$ cat src/rtl/serial_add_8bit.sv
// Bit-serial adder: consumes two LSB-first operand streams, accumulates the sum
// into a parallel register and flags completion after WIDTH bits.
module serial_add_8bit #(
    parameter int unsigned WIDTH = 8
) (
    input  logic             CLK,
    input  logic             Reset_n,
    input  logic             Start,
    input  logic             A,
    input  logic             B,
    output logic [WIDTH-1:0] Sum,
    output logic             Cout,
    output logic             Busy,
    output logic             Done
);

    localparam int unsigned CW = (WIDTH > 1) ? $clog2(WIDTH) : 1;

    localparam logic [1:0] S_IDLE = 2'd0;
    localparam logic [1:0] S_ADD  = 2'd1;
    localparam logic [1:0] S_DONE = 2'd2;

    logic [1:0]       r_state;
    logic [1:0]       w_state_nxt;
    logic             r_carry;
    logic [CW-1:0]    r_count;
    logic [WIDTH-1:0] r_sum;
    logic             r_cout;
    logic             r_busy;
    logic             r_done;

    logic w_sum_bit;
    logic w_carry_nxt;
    logic w_last;

    // Full-adder slice for the bit currently on the serial inputs
    assign w_sum_bit   = A ^ B ^ r_carry;
    assign w_carry_nxt = (A & B) | (r_carry & (A ^ B));
    assign w_last      = (r_count == CW'(WIDTH - 1));

    // State register
    always_ff @(posedge CLK) begin
        if (!Reset_n) begin
            r_state <= S_IDLE;
        end else begin
            r_state <= w_state_nxt;
        end
    end

    // Next-state logic; Start is only honoured outside ADD
    always_comb begin
        w_state_nxt = r_state;
        case (r_state)
            S_IDLE:  if (Start) w_state_nxt = S_ADD;
            S_ADD:   if (w_last) w_state_nxt = S_DONE;
            S_DONE:  if (Start) w_state_nxt = S_ADD;
            default: w_state_nxt = S_IDLE;
        endcase
    end

    // Datapath and registered status outputs
    always_ff @(posedge CLK) begin
        if (!Reset_n) begin
            r_carry <= 1'b0;
            r_count <= '0;
            r_sum   <= '0;
            r_cout  <= 1'b0;
            r_busy  <= 1'b0;
            r_done  <= 1'b0;
        end else begin
            case (r_state)
                S_IDLE, S_DONE: begin
                    if (Start) begin
                        r_carry <= 1'b0;
                        r_count <= '0;
                        r_sum   <= '0;
                        r_busy  <= 1'b1;
                        r_done  <= 1'b0;
                    end
                end
                S_ADD: begin
                    r_carry <= w_carry_nxt;
                    r_sum   <= {w_sum_bit, r_sum[WIDTH-1:1]};
                    if (w_last) begin
                        r_count <= '0;
                        r_cout  <= w_carry_nxt;
                        r_busy  <= 1'b0;
                        r_done  <= 1'b1;
                    end else begin
                        r_count <= r_count + CW'(1);
                    end
                end
                default: begin
                    r_busy <= 1'b0;
                    r_done <= 1'b0;
                end
            endcase
        end
    end

    assign Sum  = r_sum;
    assign Cout = r_cout;
    assign Busy = r_busy;
    assign Done = r_done;

endmodule
$ cat config.mk
export PLATFORM = sky130hd
export DESIGN_NAME = serial_add_8bit
export DESIGN_NICKNAME = d
export VERILOG_FILES = /design/src/rtl/serial_add_8bit.sv
export SDC_FILE = /design/constraint.sdc
export NUM_CORES = 1
export LEC_CHECK = 0
export CORE_UTILIZATION = 45
export DETAILED_ROUTE_END_ITERATION = 10
export PLACE_DENSITY_LB_ADDON = 0.15
export SLEW_MARGIN = 20
export SYNTH_ARGS = -nofsm -noshare
export SYNTH_HDL_FRONTEND = slang
export SYNTH_SLANG_ARGS = --single-unit
export TNS_END_PERCENT = 5
$ cat constraint.sdc
create_clock -name CLK -period 1.2 [get_ports CLK]
set_input_delay 0.12 -clock CLK [delete_from_list [all_inputs] [get_ports CLK]]
set_output_delay 0.12 -clock CLK [all_outputs]
set_load 0.01 [all_outputs]
==> metrics.md <==
| Metric | Value |
|---|---|
| Outcome | `complete, but fails checks` |
| Failing checks | `setup timing` |
| Post-synthesis mux area share | `11.9%` |
| Hold Crit Endpoint | `Sum[7]$_SDFFE_PN0P_` |
| FP Rows | `15` |
| CORE AREA | `1760 µm²` |
| FF-to-FF Start | `r_carry$_SDFFE_PN0P_` |
| Post-Syn Area | `860 µm²` |
| Tightest Hold Check Type | `in -> reg` |
| GPL Wtd Cong | `0.759` |
| Clock sink total | `17` |
| Max-cap violations | `0` |
| Seq cells post-synth | `17` |
| TritonCTS clock tree | `yes` |
| Lkg Pwr | `0.492 nW` |
| Num CTS Buffers | `3` |
| CTS root buf | `clkbuf_4` |
| Startpoint types | `flop` |
| Share of post-route cells with drive strength above 1 | `26.7%` |
| Total Routing Usage GR | `18.7%` |
| Vias in the first global route | `636` |
| DRC viols | `0` |
| Hold depth | `5` |
| Slew Limit Fails | `0` |
| Net Count, Synth | `101` |
| PortBufs | `15` |
| Adder-Cell Fraction of Synth Area | `5.24%` |
| CP top delay family | `adder cells` |
| Slew margin rel. | `78.8%` |
| Number of H-tree levels | `1` |
| RSZ-0062 raised after global routing | `yes` |
| Detailed Routing Iterations Pass 1 | `4` |
| Cell variety after synth | `25` |
| Setup ws final | `-0.0473 ns` |
| Synth Area in Compound Gates | `18.9%` |
| Worst Tran Pin Value | `0.317 ns` |
| Wirelength per Cell | `12.4 µm` |
| P&R area growth vs syn | `34.9%` |
| Mapped Avg Cell Area | `9.24 µm²` |
| Final nets | `125` |
| CP Buf/Inv Count | `1` |
| Die X | `45.7 µm` |
| Worst path cell trace | `inv_2 > fa_2 > mux2_2 > o32ai_2` |
| Crit path max fanout | `2` |
| Post-synthesis sequential area ratio | `39.6%` |
| Reg-to-reg slack, setup | `-0.05 ns` |
| Combinational family with the most area after synthesis | `compound AO/OA/AOI/OAI gates` |
| Die Y | `45.7 µm` |
| Clock transition at the registers of the reported paths | `0.11 ns` |
| Vias | `705` |
| Min cycle time layout | `1.25 ns` |
| Largest net degree at the start of global routing | `18` |
| Clock Tree Buf Depth | `2` |
| Worst EP required | `1.41 ns` |
| Routed Antenna Nets | `0` |
| Global-route wire length before repair | `2790 µm` |
| DP HPWL | `1240 µm` |
| Clock insertion delay at the later pin of the skew report | `0.29 ns` |
| Worst R2R Path Depth | `4` |
| FMAX | `802 MHz` |
| Pwr Density | `971 nW/µm²` |
| WS Path Type | `reg -> reg` |
| Fin Clk Skew | `0.00953 ns` |
| Xor/xnor share of the synthesized area | `0%` |
| Final hold viol count | `0` |
| CP arrival | `1.46 ns` |
| Gr ovfl total | `0` |
| Setup_tns | `-0.0838 ns` |
| Period utilization | `104%` |
| Post-Route Utilization | `65.7%` |
| Initial antenna violation count | `0` |
| Postcts setup bufs | `0` |
| Fill cells | `164` |
| Worst R2R End | `Sum[7]$_SDFFE_PN0P_` |
| Power Total | `1.13 mW` |
| Synth warn | `0` |
| Iter 0 DRT Violations | `5` |
| ANT cells | `0` |
| I/O Pins | `16` |
| Simple-Gate Fraction of Synth Area | `15.7%` |
| Hold Path Origin | `A` |
| Routed WL | `1750 µm` |
| Highest cell delay on the worst timing path | `0.42 ns` |
| Cells after Synth | `93` |
| Initial Util | `48.7%` |
| Crit. End Element | `flop` |
| Maximum VDD drop | `580 µV` |
| Critical-path top delay cell | `fa_2` |
| Vias/cell | `5.00` |
| Full die area | `2090 µm²` |
| Setup violators final | `3` |
-- per-stage QoR --
step	cell area, µm²	setup WS (ns)	hold WS (ns)	instances
5_1_grt	1160	-0.0906	0.474	141
4_1_cts	1130	-0.0485	0.470	141
3_3_place_gp	1080	-0.330	0.455	137
6_report	1160	-0.0473	0.463	141
3_5_place_dp	1080	-0.384	0.458	137
2_1_floorplan	862	0.000988	0.320	93
-- report_power, final --
group          switching, mW  leakage [nW]  internal (mW)  total [mW]
registers             0.0259         0.141          0.593       0.618
clock network          0.186        0.0177          0.124       0.310
logic                 0.0926         0.334          0.105       0.197
-- area by class of cell --
type / count / area, µm² / area share [%]
inverters: 4 / 15.0 / 1.29
flip-flops and latches: 17 / 344 / 29.7
well taps: 25 / 31.3 / 2.70
clock inverters: 1 / 5.00 / 0.432
repair buffers: 26 / 234 / 20.2
multi-input cells: 65 / 508 / 43.8
clock buffers: 3 / 22.5 / 1.94
-- cell usage after synthesis --
| master | count | area share (%) |
|---|---|---|
| and3b_1 | 1 | 1.0 |
| ha_1 | 2 | 2.9 |
| o21bai_1 | 2 | 1.7 |
| buf_6 | 1 | 1.3 |
| nor2_1 | 2 | 0.87 |
| a21boi_1 | 3 | 2.6 |
| o211a_1 | 1 | 1.2 |
| nor3_2 | 1 | 1.2 |
| inv_1 | 4 | 1.7 |
| and2_1 | 1 | 0.73 |
| fa_1 | 1 | 2.3 |
| mux2i_1 | 8 | 9.3 |
| o22ai_1 | 2 | 1.5 |
| nand2_1 | 9 | 3.9 |
| mux2_1 | 1 | 1.3 |
| dfxtp_1 | 17 | 40 |
| nand2b_1 | 2 | 1.5 |
| mux2_2 | 1 | 1.3 |
| nor2b_1 | 9 | 6.5 |
| buf_4 | 1 | 0.87 |
| o32ai_1 | 2 | 2.0 |
| o21ai_1 | 8 | 4.7 |
| buf_12 | 1 | 2.3 |
| a21oi_1 | 9 | 5.2 |
| buf_2 | 4 | 2.3 |
-- layer usage --
metal / share of wire [%] / vias up / global-route usage [%] / routed length (µm)
li1: - / 365 / - / -
met1: 48 / 327 / 26.7 / 841
met2: 49 / 11 / 28.6 / 857
met3: 2.9 / 2 / 2.38 / 51
met4: 0.23 / 0 / 7.06 / 4
met5: 0 / - / 0 / 0
-- how the worst max path moves through the flow --
stage / start / slack [ns] / end / cells past startpoint
floorplan: r_carry$_SDFFE_PN0P_ / 0.001 / Sum[7]$_SDFFE_PN0P_ / 4
global placement: A / -0.33 / Sum[7]$_SDFFE_PN0P_ / 5
detailed placement: A / -0.38 / r_carry$_SDFFE_PN0P_ / 5
CTS: r_carry$_SDFFE_PN0P_ / -0.05 / Sum[7]$_SDFFE_PN0P_ / 4
global route: r_carry$_SDFFE_PN0P_ / -0.09 / Sum[7]$_SDFFE_PN0P_ / 4
finish: r_carry$_SDFFE_PN0P_ / -0.05 / Sum[7]$_SDFFE_PN0P_ / 4
-- cell usage in the layout (no fill, tap or decap), types with 2 or more instances in the layout --
master	n
o22ai_1	2
a21boi_1	2
inv_2	2
mux2i_1	8
o21ai_1	8
dfxtp_1	14
nand2b_1	2
dfxtp_2	3
a21oi_1	8
nor2b_1	9
buf_4	10
nand2_1	9
inv_1	2
clkdlybuf4s50_1	3
dlygate4sd2_1	11
o21bai_1	2
clkbuf_4	3
-- registers in the layout, indices dropped and copies added, names as in the netlist --
register  count
Cout          1
r_state       2
Sum           8
Busy          1
r_count       3
r_carry       1
Done          1
-- repair_timing --
action | in CTS | in global routing
pin swaps | 2 | 2
hold buffers | 0 | 0
resized for setup | 21 | 7
endpoints found under the setup margin | 18 | 8
-- cells by family after synthesis --
kind of cell	after synthesis
and+or+nand+nor	25
DFF	17
buffers and inverters	11
muxes	10
AOI/OAI and AO/OA	27
adders and majority gates	3
-- worst register-to-register path: stages (launching register included) --
cell     delay (ns)
dfxtp_2        0.33
inv_2          0.05
fa_2           0.42
mux2_2         0.28
o32ai_2        0.10
No activity file was read; power rests on OpenSTA's default activity.
